==> src/rtl/free_list_pkg.sv <==
// Shared types for the renamer's physical-register free list.
// rv32i_types holds the register-file geometry. free_list_pkg holds the
// pointer helpers used by free_list.
// Optional feature macro: FREE_LIST_DUP_CHECK_EN (see rtl/free_list.sv).
package rv32i_types;
  localparam int PHYS_REG_IDX = 5;
  localparam int NUM_ARCH_REG = 32;
  localparam int NUM_PHYS_REG = 64;
  localparam int FREE_LIST_DEPTH = NUM_PHYS_REG - NUM_ARCH_REG;

  typedef logic [PHYS_REG_IDX:0] preg_idx_t;
  // One extra MSB beyond the index bits acts as the wrap bit.
  typedef logic [$clog2(FREE_LIST_DEPTH):0] free_list_ptr_t;
endpackage

package free_list_pkg;
  // Pointer width for a circular buffer of `depth` entries, including the wrap bit.
  function automatic int fl_ptr_w(input int depth);
    return $clog2(depth) + 1;
  endfunction

  // The depth must be a power of two so that pointer increments can wrap
  // without a compare.
  function automatic bit fl_is_pow2(input int n);
    return (n > 0) && ((n & (n - 1)) == 0);
  endfunction
endpackage

==> src/rtl/free_list_if.sv <==
// Handshake bundle between the free list and its users. The RRF (tail) and
// rename/dispatch (head) drive it through the master modport. The free list
// uses the slave modport.
// Optional feature macro: FREE_LIST_DUP_CHECK_EN (err_dup is only live with it).
interface free_list_if;
  logic                       enqueue;
  rv32i_types::preg_idx_t      enq_preg;
  logic                       dequeue;
  rv32i_types::preg_idx_t      deq_preg;
  logic                       deq_valid;
  logic                       full;
  logic                       flush;
  rv32i_types::free_list_ptr_t count;
  logic                       err_dup;

  modport master (
    output enqueue, enq_preg, dequeue, flush,
    input  deq_preg, deq_valid, full, count, err_dup
  );

  modport slave (
    input  enqueue, enq_preg, dequeue, flush,
    output deq_preg, deq_valid, full, count, err_dup
  );
endinterface

==> src/rtl/free_list_dup_check.sv <==
// Double-free detector for the free list. It tracks one "is free" bit per
// physical register and raises a sticky err_dup when a preg that is already
// free gets enqueued. It is instantiated only when FREE_LIST_DUP_CHECK_EN is defined.
module free_list_dup_check #(
  parameter int PHYS_REG_IDX = 5,
  parameter int NUM_PHYS_REG = 64,
  parameter int NUM_ARCH_REG = 32,
  parameter int DEPTH        = 32,
  parameter int AW           = 5
) (
  input  logic                    clk,
  input  logic                    rst_n,
  input  logic                    enq_ok,
  input  logic [PHYS_REG_IDX:0]   enq_preg,
  input  logic                    deq_ok,
  input  logic [PHYS_REG_IDX:0]   deq_preg,
  input  logic                    flush,
  input  logic [PHYS_REG_IDX:0]   mem [DEPTH],
  input  logic [AW-1:0]           wr_idx,
  output logic                    err_dup
);
  localparam logic [NUM_PHYS_REG-1:0] FREE_RST = {NUM_PHYS_REG{1'b1}} << NUM_ARCH_REG;

  logic [NUM_PHYS_REG-1:0] is_free;
  logic [NUM_PHYS_REG-1:0] is_free_nxt;
  logic                    dup_hit;

  assign dup_hit = enq_ok && is_free[enq_preg];

  // Next free vector. On flush every slot of storage is back in the list.
  // The slot written this cycle holds enq_preg instead of its stale contents.
  always_comb begin
    is_free_nxt = is_free;
    if (deq_ok) is_free_nxt[deq_preg] = 1'b0;
    if (enq_ok) is_free_nxt[enq_preg] = 1'b1;
    if (flush) begin
      for (int i = 0; i < DEPTH; i++) begin
        if (!(enq_ok && (int'(wr_idx) == i))) is_free_nxt[mem[i]] = 1'b1;
      end
    end
  end

  // Free vector and sticky error flag.
  always_ff @(posedge clk or negedge rst_n) begin
    if (!rst_n) begin
      is_free <= FREE_RST;
      err_dup <= 1'b0;
    end else begin
      is_free <= is_free_nxt;
      if (dup_hit) err_dup <= 1'b1;
    end
  end

  dup_free_chk: assert property (@(posedge clk) disable iff (!rst_n) !dup_hit)
    else $error("free_list: preg %0d enqueued while already free", enq_preg);
endmodule

==> src/rtl/free_list.sv <==
// Circular FIFO of free physical-register indices for the renamer.
// The tail is fed by the retirement register file. The head is popped by rename.
// A commit-time flush makes the list full again by moving rd_ptr only; no data moves.
// Optional feature: define FREE_LIST_DUP_CHECK_EN to build the double-free
// detector (free_list_dup_check). Without it, err_dup is tied to 0.
module free_list
  import free_list_pkg::*;
#(
  parameter int PHYS_REG_IDX = rv32i_types::PHYS_REG_IDX,
  parameter int NUM_PHYS_REG = 64,
  parameter int NUM_ARCH_REG = rv32i_types::NUM_ARCH_REG
) (
  input  logic        clk,
  input  logic        rst_n,
  free_list_if.slave  fl
);
  localparam int DEPTH = NUM_PHYS_REG - NUM_ARCH_REG;
  localparam int AW    = $clog2(DEPTH);
  localparam int PW    = fl_ptr_w(DEPTH);

  typedef logic [PHYS_REG_IDX:0] preg_t;
  typedef logic [PW-1:0]         ptr_t;

  // Flipping the wrap bit gives the pointer exactly DEPTH entries away.
  function automatic ptr_t flip_wrap(input ptr_t p);
    return {~p[PW-1], p[PW-2:0]};
  endfunction

  preg_t         mem [DEPTH];
  ptr_t          rd_ptr, wr_ptr, count_q;
  ptr_t          rd_nxt, wr_nxt;
  logic [AW-1:0] rd_idx, wr_idx;
  logic          empty, full, enq_ok, deq_ok;

  assign rd_idx = rd_ptr[AW-1:0];
  assign wr_idx = wr_ptr[AW-1:0];
  assign empty  = (rd_ptr == wr_ptr);
  assign full   = (rd_ptr == flip_wrap(wr_ptr));

  // A flush overrides rename's pop. An enqueue into a full list is accepted only
  // when the head leaves in the same cycle. The slot being written is then the
  // one being popped.
  assign deq_ok = fl.dequeue && !empty && !fl.flush;
  assign enq_ok = fl.enqueue && (!full || deq_ok);

  // Pointer update. A flush applies the same-cycle enqueue first, then places
  // rd_ptr a full DEPTH behind it.
  always_comb begin
    wr_nxt = wr_ptr + ptr_t'(enq_ok);
    rd_nxt = rd_ptr + ptr_t'(deq_ok);
    if (fl.flush) rd_nxt = flip_wrap(wr_nxt);
  end

  // Storage. The reset image is pregs NUM_ARCH_REG.. in order.
  always_ff @(posedge clk or negedge rst_n) begin
    if (!rst_n) begin
      for (int i = 0; i < DEPTH; i++) mem[i] <= preg_t'(NUM_ARCH_REG + i);
    end else if (enq_ok) begin
      mem[wr_idx] <= fl.enq_preg;
    end
  end

  // Pointers and the registered occupancy count. The list starts out full.
  always_ff @(posedge clk or negedge rst_n) begin
    if (!rst_n) begin
      rd_ptr  <= '0;
      wr_ptr  <= ptr_t'(DEPTH);
      count_q <= ptr_t'(DEPTH);
    end else begin
      rd_ptr  <= rd_nxt;
      wr_ptr  <= wr_nxt;
      count_q <= wr_nxt - rd_nxt;
    end
  end

  assign fl.deq_preg  = mem[rd_idx];
  assign fl.deq_valid = !empty;
  assign fl.full      = full;
  assign fl.count     = count_q;

`ifdef FREE_LIST_DUP_CHECK_EN
  free_list_dup_check #(
    .PHYS_REG_IDX (PHYS_REG_IDX),
    .NUM_PHYS_REG (NUM_PHYS_REG),
    .NUM_ARCH_REG (NUM_ARCH_REG),
    .DEPTH        (DEPTH),
    .AW           (AW)
  ) u_dup_check (
    .clk      (clk),
    .rst_n    (rst_n),
    .enq_ok   (enq_ok),
    .enq_preg (fl.enq_preg),
    .deq_ok   (deq_ok),
    .deq_preg (fl.deq_preg),
    .flush    (fl.flush),
    .mem      (mem),
    .wr_idx   (wr_idx),
    .err_dup  (fl.err_dup)
  );
`else
  assign fl.err_dup = 1'b0;
`endif

  // More frees than physical registers means the RRF and rename have
  // diverged. The dropped preg is reported rather than overwriting a live slot.
  overflow_chk: assert property (@(posedge clk) disable iff (!rst_n)
    !(fl.enqueue && full && !deq_ok))
    else $warning("free_list: enqueue of preg %0d while full dropped", fl.enq_preg);
endmodule

==> src/flat_wrapper.sv <==
// flat-port wrapper written by rule: the top's interface ports become plain ports
module free_list_flat import free_list_pkg::*;
#(
  parameter int PHYS_REG_IDX = rv32i_types::PHYS_REG_IDX,
  parameter int NUM_PHYS_REG = 64,
  parameter int NUM_ARCH_REG = rv32i_types::NUM_ARCH_REG
)
  (clk, rst_n, fl_enqueue, fl_enq_preg, fl_dequeue, fl_flush, fl_deq_preg, fl_deq_valid, fl_full, fl_count, fl_err_dup);
  free_list_if fl_i ();
  input  logic clk;
  input  logic rst_n;
  input wire logic [$bits(fl_i.enqueue)-1:0] fl_enqueue;
  input wire logic [$bits(fl_i.enq_preg)-1:0] fl_enq_preg;
  input wire logic [$bits(fl_i.dequeue)-1:0] fl_dequeue;
  input wire logic [$bits(fl_i.flush)-1:0] fl_flush;
  output wire logic [$bits(fl_i.deq_preg)-1:0] fl_deq_preg;
  output wire logic [$bits(fl_i.deq_valid)-1:0] fl_deq_valid;
  output wire logic [$bits(fl_i.full)-1:0] fl_full;
  output wire logic [$bits(fl_i.count)-1:0] fl_count;
  output wire logic [$bits(fl_i.err_dup)-1:0] fl_err_dup;
  assign fl_i.enqueue = fl_enqueue;
  assign fl_i.enq_preg = fl_enq_preg;
  assign fl_i.dequeue = fl_dequeue;
  assign fl_i.flush = fl_flush;
  assign fl_deq_preg = fl_i.deq_preg;
  assign fl_deq_valid = fl_i.deq_valid;
  assign fl_full = fl_i.full;
  assign fl_count = fl_i.count;
  assign fl_err_dup = fl_i.err_dup;
  free_list #(.PHYS_REG_IDX(PHYS_REG_IDX), .NUM_PHYS_REG(NUM_PHYS_REG), .NUM_ARCH_REG(NUM_ARCH_REG)) u_core (.clk(clk), .rst_n(rst_n), .fl(fl_i));
endmodule
==> config.mk <==
export PLATFORM = sky130hd
export DESIGN_NAME = free_list_flat
export DESIGN_NICKNAME = d
export VERILOG_FILES = /design/src/rtl/free_list_pkg.sv /design/src/rtl/free_list_if.sv /design/src/rtl/free_list_dup_check.sv /design/src/rtl/free_list.sv /design/src/flat_wrapper.sv
export SDC_FILE = /design/constraint.sdc
export NUM_CORES = 1
export LEC_CHECK = 0
export ABC_AREA = 1
export BUFFER_PORTS_ARGS = -buffer_cell sky130_fd_sc_hd__buf_2
export CORE_ASPECT_RATIO = 0.5
export CORE_MARGIN = 2
export CORE_UTILIZATION = 42
export CTS_CLUSTER_SIZE = 40
export DETAILED_ROUTE_END_ITERATION = 10
export PLACE_DENSITY = 0.65
export SETUP_SLACK_MARGIN = 0.1
export SYNTH_ARGS = -nofsm -noshare
export SYNTH_HDL_FRONTEND = slang
export SYNTH_SLANG_ARGS = --single-unit
==> constraint.sdc <==
create_clock -name clk -period 4.4 [get_ports clk]
set_input_delay 0.44 -clock clk [delete_from_list [all_inputs] [get_ports clk]]
set_output_delay 0.44 -clock clk [all_outputs]
set_load 0.01 [all_outputs]
# Word-level counts from Yosys, hierarchy flattened
# Cells that the tools add are included.
classes:
  n_addsub: 3
  n_lt_le_gt_ge: 3
  eq_ne: 2
  n_mux: 7
  bitwise: 4
  reduce_logical: 8
ops:
  columns: ["cell", "count"]
  rows:
  - ["192-bit bitwise mux", 1]
  - ["6-bit binary-select mux with 5-bit select", 1]
  - ["6-bit demux with 5-bit select", 1]
  - ["6-bit two-way mux", 4]
  - ["6-bit by 1-bit adder with 6-bit output", 2]
  - ["6-bit equality test", 2]
  - ["6-bit greater-or-equal comparator, second input constant", 2]
  - ["5-bit inverter with 6-bit output", 2]
  - ["6-bit by 1-bit < comparator with 1-bit output, second input constant", 1]
  - ["6-bit subtractor", 1]
  - ["1-bit logical AND", 4]
  - ["1-bit zero test", 3]
  - ["1-bit inverter", 2]
  - ["1-bit logical OR", 1]
totals:
  ff_bits: 210
  out_inout_bits: 15

# Depth between registers and ports, before layout
# Gate-level depths: netlist (run 1).
depth:
  word_depth: 10
  depth_mapped: 21

# Worst setup path after synthesis (run 1)
# No wires, ideal clock.
synth_timing:
  path_kind: "register -> register"
  start: "register u_core.rd_ptr[0]"
  end: "register u_core.count_q[5], in the netlist u_core.fl.count[5]"
  t_arrival_ps: 3052
  path_slack_ps: 1273
  path_stages_with_launch: 21
  n_path_buf: 2
  path_cell_list: "dfrtp_1 -> inv_2 -> buf_2 -> nand2_1 -> a21oi_2 -> nand4_2 -> buf_2 -> and2_1 -> ha_1 -> nand2_1 -> xor2_1 -> nand2_1 -> o21ai_0 -> inv_1 -> ha_1 -> a21o_1 -> o21ai_0 -> nand3b_1 -> nand2_1 -> nand2_1 -> nand2_1"
synth_lines:
  columns: ["item", "line", "text"]
  rows:
  - ["start, declared", "free_list.sv:30", "ptr_t rd_ptr, wr_ptr, count_q;"]
  - ["start signal, assigned", "free_list.sv:70", "rd_ptr <= rd_nxt;"]
  - ["6-bit equality test", "free_list.sv:37", "assign empty = (rd_ptr == wr_ptr);"]
  - ["1-bit zero test", "free_list.sv:43", "assign deq_ok = fl.dequeue && !empty && !fl.flush;"]
  - ["1-bit logical AND (2 in series)", "free_list.sv:43", null]
  - ["1-bit logical OR *", "free_list.sv:44", "assign enq_ok = fl.enqueue && (!full || deq_ok);"]
  - ["1-bit logical AND *", "free_list.sv:44", null]
  - ["6-bit by 1-bit adder with 6-bit output *", "free_list.sv:49", "wr_nxt = wr_ptr + ptr_t'(enq_ok);"]
  - ["via u_core.wr_nxt[2]", "free_list.sv:31", "ptr_t rd_nxt, wr_nxt;"]
  - ["6-bit two-way mux *", "free_list.sv:51", "if (fl.flush) rd_nxt = flip_wrap(wr_nxt);"]
  - ["via u_core.rd_nxt[2]", "free_list.sv:31", null]
  - ["6-bit subtractor *", "free_list.sv:72", "count_q <= wr_nxt - rd_nxt;"]
  - ["end signal, assigned", "free_list.sv:68", "count_q <= ptr_t'(DEPTH);"]
  - ["end signal, assigned", "free_list.sv:72", null]
  - ["end, declared", "free_list.sv:30", null]
# The timed path passes the listed nets; every way through them passes the cells marked *.
# A chain may end at the register's enable or synchronous reset.

# Worst setup path after layout (run 1)
layout_timing:
  start: "register u_core.rd_ptr[1]"
  end: "output port fl_deq_preg[4]"
layout_via:
  elab_chain_cells: 4
layout_rtl:
  columns: ["item", "line", "text"]
  rows:
  - ["5-bit inverter with 6-bit output (implied by the code)", "free_list.sv:76", "assign fl.deq_preg = mem[rd_idx];"]
  - ["6-bit binary-select mux with 5-bit select", "free_list.sv:76", null]
  - ["6-bit two-way mux (implied by the code) (2 in series)", "free_list.sv:76", null]
  - ["end, declared", "flat_wrapper.sv:16", "output wire logic [$bits(fl_i.deq_preg)-1:0] fl_deq_preg;"]
# Every way passes these cells. The select of a mux whose other input is x is not followed.

==> out/results.tsv, run 1 <==
stage	metric	value	unit
sta	fin_crit_sh	0.851	
die	start_util	0.429	
placement	gp_congestion	0.835	
sta	rsz0062_at_grt	no	
global_route	global_route.peak_usage_layer	met2	
synth	synth-async-reset-ratio	1.00	
sta	achievable-frequency	267	MHz
cts	cts-hold-fix-buffers	0	
global_route	groute.layer.met2.usage	0.352	
synth	yosysSeqAreaShare	0.474	
routing	post-route-drc-count	0	
power	pwr-share-clk	0.213	
sta	timing.final.ws_setup	0.656	ns
setup_path	crit_type	flop to output pin	
die	design.core.area	26500	um^2
layout	fill_cells	2571	
power	p_leak	5.78	nW
setup_path	cp.arrival	3.30	ns
routing	detailedRoute.firstPassIterationCount	6	
power	seq_power_share	0.369	
setup_path	endpoint_kind	output pin	
cts	clk_pin_slew	0.06	ns
synth	netlist.area_leader.share	0.263	
sta	fin_worst_skew	0.0113	ns
synth	yosysWarnings	0	
routing	first_iter_violations	1157	
sta	max_slew.worst_pin.slew	1.06	ns
layout	syn2layout_area_growth	8.86	%
layout	finalNetCount	1451	
synth	synthCells	1481	
power	comb_power_share	0.418	
setup_path	reg2reg_setup_slack	1.13	ns
min_path	hold_wc_path_type	input port to async pin	
cts	cts.path.max_buffers	3	
power	cellInternalPower	5.44	mW
run_status	status	completed	
run	cap_violations	0	
cts	tritoncts	built	
cts	htree_levels	1	
global_route	use_met1	0.347	
synth	number_of_flops_mapped_to_enable_cells_by_yosys	0	
power	netSwitchingPower	3.98	mW
global_route	grt_pass1_wl	53.9	mm
setup_path	cp_data_required_time	3.96	ns
power	p_sw_frac	0.422	
synth	ys_dominant_reg_cell	sky130_fd_sc_hd__dfstp_2	
setup_path	critPathLaunchType	flop	
sta	slew_headroom	0.294	
sta	number_of_slew_limit_violations_in_the_final_report	0	
sta	hold_violations	0	
synth	synth_cell_types	30	
global_route	grt_use_total	0.237	
die	boundaryPins	26	
placement	io_buffers	24	
cts	clk_root_buffer_cell	sky130_fd_sc_hd__clkbuf_16	
synth	biggest_area_consumer_among_synthesized_cells	sky130_fd_sc_hd__dfstp_2	
power	vdd.ir_drop.worst	0.000449	V
die	die_area	28500	um^2
synth	postSynthRegisterBits	210	
routing	drt.antenna.violating_nets	0	
die	dieWidth	237	um
routing	routed_wl	33.5	mm
setup_path	critPathMaxFanout	76	
sta	setup_total_negative_slack	0	ns
global_route	antenna_found_initial	0	
synth	synth.cell_area	11400	um^2
layout	post_route_cells_drive_above_1_share	0.160	
global_route	grt_start_max_net_pins	225	
cts	tritoncts_num_sinks	210	
power	power_per_cell_area	759	nW/um^2
layout	antennaDiodeCount	0	
sta	setup_viol	0	
cts	post_cts_sizing	0	
die	floorplan.die.height	120	um
placement	hpwl_after_detailed_placement	20.0	mm
setup_path	regToRegEndpoint	u_core.fl.count[5]	
routing	routed_via_count	10400	
global_route	grt_remaining_overflow	0	
sta	period_minus_slack	3.74	ns
routing	post_drt_wl_per_cell	18.6	um
placement	pre_cts_slack	1.19	ns
synth	syn_nets	1501	
routing	route.detailed.vias_per_inst	5.79	
cts	number_of_buffers_inserted_to_repair_setup_after_cts	0	
cts	numCtsBuffers	22	
synth	synth.avg_cell_area	7.69	um^2
global_route	grt.met3_usage	0.0550	
global_route	via_count_of_the_first_global_routing_pass	9685	
setup_path	timing.reg2reg.worst_path_depth	18	
setup_path	r2r_start	u_core.rd_ptr[4]	
cts	source_to_sink_clock_delay_at_the_later_pin_of_the_worst_skew_pair	0.52	ns
synth	post_synth_main_area_contributors	sky130_fd_sc_hd__dfstp_2 (26%), sky130_fd_sc_hd__dfrtp_1 (21%), sky130_fd_sc_hd__nand2_1 (16%)	
die	std_cell_rows	42	
critical path, cell delays in order (launching register included):
cell and delay, ns:
sky130_fd_sc_hd__dfrtp_2 0.36, sky130_fd_sc_hd__buf_4 0.64, sky130_fd_sc_hd__inv_1 0.62, sky130_fd_sc_hd__nand3_1 0.22, sky130_fd_sc_hd__o21ai_0 0.17, sky130_fd_sc_hd__nand2_1 0.11
sky130_fd_sc_hd__nand2_1 0.05, sky130_fd_sc_hd__nor2_1 0.23, sky130_fd_sc_hd__nand2_1 0.09, sky130_fd_sc_hd__nand2_1 0.09, sky130_fd_sc_hd__inv_1 0.04, sky130_fd_sc_hd__buf_2 0.13
per-stage QoR:
stage / hold slack, ns / std cells / power, mW / util / cell area (um^2)
5_1_grt: 0.0817 / 1799 / 10.1 / 0.467 / 12400
3_5_place_dp: 0.451 / 1759 / 7.35 / 0.438 / 11600
6_report: 0.0144 / 1799 / 9.41 / 0.467 / 12400
4_1_cts: 0.0611 / 1799 / 9.38 / 0.467 / 12400
3_3_place_gp: 0.448 / 1759 / 7.25 / 0.438 / 11600
2_1_floorplan: 0.144 / 1481 / 6.11 / - / 11400
metal layers:
| layer | part of all wire | routed length (um) | vias to the layer above |
|---|---|---|---|
| met5 | 0 | 0 | - |
| met4 | 0.021 | 701 | 0 |
| met3 | 0.092 | 3080 | 50 |
| met2 | 0.43 | 14400 | 417 |
| met1 | 0.46 | 15400 | 5071 |
| li1 | - | - | 4886 |
state kept, by name, indices dropped and copies added (netlist names):
| name | flops |
|---|---|
| u_core.fl.count | 6 |
| u_core.rd_ptr | 6 |
| u_core.mem | 192 |
| u_core.wr_ptr | 6 |
placed cells by master (no fill, tap or decap), drive strengths merged:
master  count
or2        13
clkbuf     32
a21oi      14
a21o        1
ha          8
buf        35
inv        46
nand2     476
xnor2       3
and2        1
conb        1
o21ai     104
dfstp     114
clkinv      6
nand3      72
o21bai      1
xor2       10
and3        1
bufinv      3
o211ai     24
nor2      187
o21a        1
nand4     196
dfrtp      96
fa          1
nand3b      1
final cells by class:
cell class | instances | area (um^2) | area share
clock buffers | 31 | 656 | 0.0529
clock inverters | 9 | 124 | 0.0100
inverters | 46 | 173 | 0.0139
multi-input cells | 1115 | 5360 | 0.433
flip-flops and latches | 210 | 5400 | 0.436
well taps | 352 | 440 | 0.0355
repair buffers | 36 | 238 | 0.0192
cell usage after synthesis, types with 3 or more instances:
library cell and count:
sky130_fd_sc_hd__xor2_1 10, sky130_fd_sc_hd__nor2_1 187, sky130_fd_sc_hd__ha_1 8, sky130_fd_sc_hd__clkbuf_1 50
sky130_fd_sc_hd__xnor2_1 3, sky130_fd_sc_hd__dfstp_2 114, sky130_fd_sc_hd__buf_1 28, sky130_fd_sc_hd__or2_2 13
sky130_fd_sc_hd__a21oi_1 13, sky130_fd_sc_hd__dfrtp_1 96, sky130_fd_sc_hd__nand3_1 45, sky130_fd_sc_hd__nand2_1 476
sky130_fd_sc_hd__inv_1 45, sky130_fd_sc_hd__nand3_2 27, sky130_fd_sc_hd__nand4_1 195, sky130_fd_sc_hd__o211ai_1 24
sky130_fd_sc_hd__buf_4 3, sky130_fd_sc_hd__o21ai_0 104, sky130_fd_sc_hd__buf_2 29
power by group through the flow:
stage | clock [mW] | sequential (mW) | combinational, mW
2_1_floorplan | 0 | 3.32 | 2.79
3_3_place_gp | 0 | 3.45 | 3.81
3_5_place_dp | 0 | 3.47 | 3.88
4_1_cts | 2.04 | 3.45 | 3.89
5_1_grt | 2.11 | 3.56 | 4.44
6_report | 2.01 | 3.47 | 3.93
worst max path at each step:
stage | slack [ns] | to | cells past startpoint | startpoint
floorplan | 1.27 | u_core.fl.count[5] | 20 | u_core.rd_ptr[0]
global placement | 1.29 | u_core.fl.count[5] | 17 | u_core.wr_ptr[2]
detailed placement | 1.19 | u_core.fl.count[5] | 18 | u_core.rd_ptr[4]
CTS | 0.69 | fl_deq_preg[4] | 11 | u_core.rd_ptr[1]
global route | 0.40 | fl_deq_preg[4] | 11 | u_core.rd_ptr[1]
finish | 0.66 | fl_deq_preg[4] | 11 | u_core.rd_ptr[1]
kinds of logic after synthesis:
logic type	Yosys count	share of synthesized area
and+or+nand+nor	947	0.379
DFF	210	0.474
other	1	0.000329
AOI/OAI and AO/OA	145	0.0700
xor gates and xnor gates	13	0.0100
buffers and inverters	156	0.0556
adders and majority gates	9	0.0106
(Power assumes the default switching activity.)
==> inputs of run 2 (changes only) <==
--- a/config.mk
+++ b/config.mk
@@ -13,7 +13,7 @@
 export CTS_CLUSTER_SIZE = 40
 export DETAILED_ROUTE_END_ITERATION = 10
 export PLACE_DENSITY = 0.65
-export SETUP_SLACK_MARGIN = 0.1
+export SETUP_SLACK_MARGIN = 0.2
 export SYNTH_ARGS = -nofsm -noshare
 export SYNTH_HDL_FRONTEND = slang
 export SYNTH_SLANG_ARGS = --single-unit
==> constraint.sdc (replaced) <==
create_clock -name clk -period 4.69 [get_ports clk]
set_input_delay 0.469 -clock clk [delete_from_list [all_inputs] [get_ports clk]]
set_output_delay 0.469 -clock clk [all_outputs]
set_load 0.01 [all_outputs]
==> run 2 against run 1 <==
Compared with the run above:
- register-to-register slack better by 0.26 ns
- worst setup slack improved by 0.44 ns
- via count fell by 0.81%
- worst hold slack gained 0.042 ns
- final area increased by 0.10%
- critical path depth stayed put
- clock skew shrank 0.0021 ns
- global-route usage increased by 0.10 points
- critical endpoint unchanged
==> out/results.tsv, run 2 (synthesis results as in run 1) <==
stage	metric	value	unit	change
run_status	status	completed		
setup_path	timing.reg2reg.worst_path_depth	16		-2
die	floorplan.die.height	120	um	unchanged
placement	gp_congestion	0.835		about the same
min_path	hold_wc_path_type	input port to async pin		
power	netSwitchingPower	3.72	mW	-6.4%
layout	syn2layout_area_growth	8.97	%	
setup_path	critPathLaunchType	flop		
power	seq_power_share	0.368		about the same
setup_path	reg2reg_setup_slack	1.39	ns	+0.26 ns
setup_path	crit_path_cell_trace	buf_4 > buf_4 > nor2_1 > nor2_1 > o21ai_0 > a21oi_1 > nor2_1 > nand2_1 > nand2_1 > inv_1 > buf_2		
die	design.core.area	26500	um^2	unchanged
global_route	grt_start_max_net_pins	225		unchanged
sta	fin_crit_sh	0.766		
sta	slew_headroom	0.313		+0.0194
routing	routed_wl	33.7	mm	+0.66%
setup_path	r2r_start	u_core.rd_ptr[2]		
layout	post_route_cells_drive_above_1_share	0.158		-0.00280
sta	number_of_slew_limit_violations_in_the_final_report	0		unchanged
sta	setup_total_negative_slack	0	ns	unchanged
power	cellInternalPower	5.16	mW	-5.0%
power	power_per_cell_area	716	nW/um^2	-5.7%
routing	post-route-drc-count	0		unchanged
layout	most_flops_register	u_core.mem		
global_route	via_count_of_the_first_global_routing_pass	9652		-0.34%
die	std_cell_rows	42		unchanged
layout	number_of_flip_flops_under_the_largest_register_name	192		unchanged
routing	drt.antenna.violating_nets	0		unchanged
layout	finalNetCount	1447		-0.28%
layout	core_util_final	0.467		+0.000471
global_route	grt_remaining_overflow	0		unchanged
setup_path	cp.arrival	3.12	ns	-0.18 ns
routing	first_iter_violations	1144		-1.1%
cts	numCtsBuffers	21		-4.5%
cts	clk_root_buffer_cell	sky130_fd_sc_hd__clkbuf_16		
cts	cts.path.max_buffers	3		unchanged
layout	antennaDiodeCount	0		unchanged
sta	rsz0062_at_grt	no		
setup_path	endpoint_kind	output pin		
power	p_leak	5.78	nW	about the same
sta	setup_viol	0		unchanged
global_route	grt_use_total	0.238		+0.00102
cts	post_cts_sizing	0		unchanged
global_route	grt_pass1_wl	54.2	mm	+0.73%
routing	post_drt_wl_per_cell	18.8	um	+1.0%
cts	htree_levels	1		unchanged
setup_path	regToRegEndpoint	u_core.fl.count[5]		
power	pwr-share-clk	0.219		+0.006
cts	tritoncts	built		
run	cap_violations	0		unchanged
sta	period_minus_slack	3.59	ns	
power	p_sw_frac	0.419		-0.00360
cts	tritoncts_num_sinks	210		unchanged
layout	layout.cells.most_common_list	sky130_fd_sc_hd__nand2_1 (476), sky130_fd_sc_hd__nand4_1 (195), sky130_fd_sc_hd__nor2_1 (187)		
sta	hold_violations	0		unchanged
setup_path	slowest_delay	0.53	ns	-0.11 ns
sta	max_slew.worst_pin.slew	1.03	ns	-0.0292 ns
routing	route.detailed.vias_per_inst	5.77		-0.47%
placement	io_buffers	24		unchanged
cts	cts-hold-fix-buffers	0		unchanged
setup_path	cp_data_required_time	4.22	ns	+0.26 ns
cts	number_of_buffers_inserted_to_repair_setup_after_cts	0		unchanged
sta	fin_worst_skew	0.00922	ns	-0.00210 ns
sta	achievable-frequency	278	MHz	
die	dieWidth	237	um	unchanged
placement	hpwl_after_detailed_placement	19.8	mm	-0.94%
setup_path	crit_type	flop to output pin		
cts	source_to_sink_clock_delay_at_the_later_pin_of_the_worst_skew_pair	0.51	ns	about the same
die	start_util	0.429		unchanged
cts	clk_pin_slew	0.07	ns	about the same
die	die_area	28500	um^2	unchanged
setup_path	critPathMaxFanout	51		-33%
layout	layout.cells.most_common	sky130_fd_sc_hd__nand2_1		
global_route	antenna_found_initial	0		unchanged
power	comb_power_share	0.412		-0.006
power	vdd.ir_drop.worst	0.000386	V	-14%
routing	detailedRoute.firstPassIterationCount	5		-1
die	boundaryPins	26		unchanged
setup_path	worst_path_max_delay_cell	sky130_fd_sc_hd__dfrtp_2		
setup_path	critical-path-top-cell-by-count	sky130_fd_sc_hd__nor2_1		
routing	routed_via_count	10300		-0.81%
run 2: how the worst max path moves through the flow:
stage,start,endpoint,cells past startpoint
after floorplan,u_core.rd_ptr[0],u_core.fl.count[5],20
after global placement,u_core.rd_ptr[2],u_core.fl.count[5],18
after detailed placement,u_core.rd_ptr[2],u_core.fl.count[5],16
after CTS,u_core.rd_ptr[0],fl_deq_preg[4],11
after global routing,u_core.rd_ptr[0],fl_deq_preg[4],11
final,u_core.rd_ptr[0],fl_deq_preg[4],11
run 2: final cells by class:
type	instances	area [um^2]
Clock buffer	30	629
Sequential cell	210	5400
Clock inverter	7	160
Multi-Input combinational cell	1115	5360
Inverter	46	173
Timing Repair Buffer	33	240
Tap cell	352	440
Fill cell	2544	14100
run 2: power by group through the flow:
stage	registers, mW	logic [mW]	clock network [mW]
floorplan	3.11	2.62	0
global placement	3.25	3.55	0
detailed placement	3.27	3.61	0
CTS	3.26	3.62	1.97
global route	3.36	4.11	2.05
finish	3.27	3.67	1.95
run 2: per-stage QoR:
stage,instances,worst slack [ns],hold slack [ns],instance area [um^2],power (mW)
2_1_floorplan,1481,1.56,0.173,11400,5.73
3_3_place_gp,1756,1.48,0.449,11600,6.80
3_5_place_dp,1756,1.43,0.450,11600,6.88
4_1_cts,1793,1.13,0.0972,12400,8.85
5_1_grt,1793,0.894,0.124,12400,9.51
6_report,1793,1.10,0.0564,12400,8.89
run 2: metal layers:
metal	global-route usage	vias up	share of wire	routed length [um]
li1	-	4863	-	-
met1	0.357	4996	0.47	15700
met2	0.347	426	0.42	14200
met3	0.0477	55	0.095	3200
met4	0.0665	0	0.020	675
met5	0	-	0	0
run 2: critical path, delay by kind of cell, from the launching register on:
family / cells / cell delay, ns
compound gates: 2 / 0.41
buf+inv: 4 / 1.21
flops: 1 / 0.53
simple gates: 5 / 0.43
==> inputs of run 3 (changes only) <==
==> constraint.sdc (replaced) <==
create_clock -name clk -period 3.7 [get_ports clk]
set_input_delay 0.37 -clock clk [delete_from_list [all_inputs] [get_ports clk]]
set_output_delay 0.37 -clock clk [all_outputs]
set_load 0.01 [all_outputs]
==> run 3 against run 2 <==
Compared with the run above:
- total power up 27%
- register-to-register slack worse by 0.86 ns
- count of clock-buffer cells in the layout up 4
- clock power increased by 26%
- wire length fell by 1.0%
- via count grew 0.74%
- critical path type unchanged
- highest routed layer unchanged
==> out/results.tsv, run 3 (synthesis results as in run 1) <==
stage	metric	value	unit	change
sta	number_of_slew_limit_violations_in_the_final_report	0		unchanged
power	vdd.ir_drop.worst	0.000541	V	+40%
cts	tritoncts_num_sinks	210		unchanged
layout	fill_cells	2516		-1.1%
global_route	grt_pass1_wl	54.4	mm	+0.37%
power	power_per_cell_area	904	nW/um^2	+26%
sta	max_slew.worst_pin.slew	1.14	ns	+0.105 ns
die	dieWidth	237	um	unchanged
die	std_cell_rows	42		unchanged
die	floorplan.die.height	120	um	unchanged
routing	route.detailed.vias_per_inst	5.78		+0.30%
global_route	grt_use_total	0.239		+0.000968
sta	hold_violations	0		unchanged
setup_path	critPathLaunchType	flop		
routing	detailedRoute.firstPassIterationCount	5		unchanged
setup_path	endpoint_kind	output pin		
layout	layout.cells.most_common	sky130_fd_sc_hd__nand2_1		
setup_path	cp.arrival	2.84	ns	-0.28 ns
routing	post-route-drc-count	0		unchanged
run_status	status	completed		
placement	gp_congestion	0.827		-0.98%
routing	routed_wl	33.4	mm	-1.0%
sta	fin_crit_sh	0.867		
cts	numCtsBuffers	22		+4.8%
placement	io_buffers	24		unchanged
layout	multi_input_comb_area	5360	um^2	about the same
layout	antennaDiodeCount	0		unchanged
sta	setup_total_negative_slack	0	ns	unchanged
routing	drt.antenna.violating_nets	0		unchanged
die	design.core.area	26500	um^2	unchanged
global_route	grt_remaining_overflow	0		unchanged
run	cap_violations	0		unchanged
layout	number_of_flip_flops_under_the_largest_register_name	192		unchanged
die	boundaryPins	26		unchanged
routing	routed_via_count	10400		+0.74%
min_path	hold_wc_path_type	input port to flop		
sta	achievable-frequency	312	MHz	
placement	hpwl_after_detailed_placement	19.6	mm	-1.2%
setup_path	crit_type	flop to output pin		
global_route	via_count_of_the_first_global_routing_pass	9813		+1.7%
layout	most_flops_register	u_core.mem		
global_route	grt_start_max_net_pins	225		unchanged
cts	clk_root_buffer_cell	sky130_fd_sc_hd__clkbuf_16		
layout	finalNetCount	1453		+0.41%
die	die_area	28500	um^2	unchanged
layout	ff_latch_area	5400	um^2	unchanged
sta	setup_viol	0		unchanged
layout	post_route_cells_drive_above_1_share	0.159		+0.00189
placement	placed_area	11600	um^2	+0.26%
sta	slew_headroom	0.243		-0.0702
cts	tritoncts	built		
layout	finalInstanceArea	12500	um^2	+0.46%
die	start_util	0.429		unchanged
routing	post_drt_wl_per_cell	18.5	um	-1.4%
cts	source_to_sink_clock_delay_at_the_later_pin_of_the_worst_skew_pair	0.51	ns	about the same
setup_path	cp_data_required_time	3.33	ns	-0.89 ns
cts	clk_pin_slew	0.06	ns	about the same
cts	htree_levels	1		unchanged
global_route	antenna_found_initial	0		unchanged
sta	period_minus_slack	3.21	ns	
layout	syn2layout_area_growth	9.48	%	
cts	number_of_buffers_inserted_to_repair_setup_after_cts	0		unchanged
setup_path	critPathMaxFanout	76		+49%
sta	rsz0062_at_grt	no		
power	p_leak	5.80	nW	+0.47%
cts	cts.path.max_buffers	3		unchanged
layout	layout.cells.most_common_list	sky130_fd_sc_hd__nand2_1 (476), sky130_fd_sc_hd__nand4_1 (195), sky130_fd_sc_hd__nor2_1 (186)		
sta	fin_worst_skew	0.0156	ns	+0.00633 ns
routing	first_iter_violations	1224		+7.0%
## run 3: cell types whose count changed in the layout (fill, tap and decap cells not counted), sizes merged
| cell | before | now |
|---|---|---|
| bufinv | 5 | 4 |
| dlygate4sd3 | 0 | 1 |
| buf | 32 | 36 |
| clkbuf | 31 | 35 |
## run 3: through the flow
stage          setup slack [ns]  power (mW)  std cells  hold slack [ns]  utilization
6_report                  0.490        11.3       1801           0.0933        0.470
5_1_grt                   0.206        12.1       1801            0.110        0.470
4_1_cts                   0.308        11.2       1801           0.0889        0.469
3_5_place_dp              0.459        8.75       1760            0.451        0.439
3_3_place_gp              0.560        8.63       1760            0.449        0.439
2_1_floorplan             0.573        7.26       1481           0.0744            -
## run 3: worst max-delay path: stages, from the launching register on
cell	delay, ns
sky130_fd_sc_hd__dfrtp_2	0.37
sky130_fd_sc_hd__buf_6	0.47
sky130_fd_sc_hd__inv_1	0.13
sky130_fd_sc_hd__buf_4	0.23
sky130_fd_sc_hd__nand3_1	0.09
sky130_fd_sc_hd__o21ai_0	0.20
sky130_fd_sc_hd__nand2_1	0.14
sky130_fd_sc_hd__nand2_1	0.05
sky130_fd_sc_hd__nor2_1	0.22
sky130_fd_sc_hd__nand2_1	0.09
sky130_fd_sc_hd__nand2_1	0.10
sky130_fd_sc_hd__inv_1	0.05
sky130_fd_sc_hd__buf_2	0.13
## run 3: worst paths after layout
path	from	to	slack (ns)	cells after the start
worst min register to register	u_core.mem[185]	u_core.mem[185]	0.46	2
worst max-delay path	u_core.rd_ptr[1]	fl_deq_preg[4]	0.49	12
min in group asynchronous	rst_n	u_core.rd_ptr[1]	0.48	2
worst min-delay path	fl_enqueue	u_core.mem[9]	0.09	3
max in group asynchronous	rst_n	u_core.mem[45]	2.27	3
worst max register to register	u_core.wr_ptr[1]	u_core.fl.count[5]	0.53	17
## run 3: area by class of cell
cell class              count  share of cell area
well taps                 352              0.0353
repair buffers             38              0.0231
clock buffers              34              0.0535
multi-input cells        1115               0.430
clock inverters             6              0.0104
flip-flops and latches    210               0.433
inverters                  46              0.0139
## run 3: report_power, final
part           switching [mW]  internal (mW)  total, mW
registers               0.552           3.56       4.12
clock network           0.942           1.52       2.46
logic                    3.22           1.48       4.69
total                    4.71           6.56       11.3
## run 3: repair_timing
item / 4_1_cts / 5_1_grt
setup endpoints to repair: 0 / 7
hold endpoints to repair: 43 / 0
hold buffers: 1 / 0
gates resized for setup: 0 / 3
## run 3: metal layers
layer  up-vias  routed length [um]  track usage  share of wire
li1       4901                   -            -              -
met1      5038               15800        0.366           0.47
met5         -                   0            0              0
met4         0                 683       0.0625          0.020
met3        49                2600       0.0345          0.078
met2       429               14300        0.352           0.43
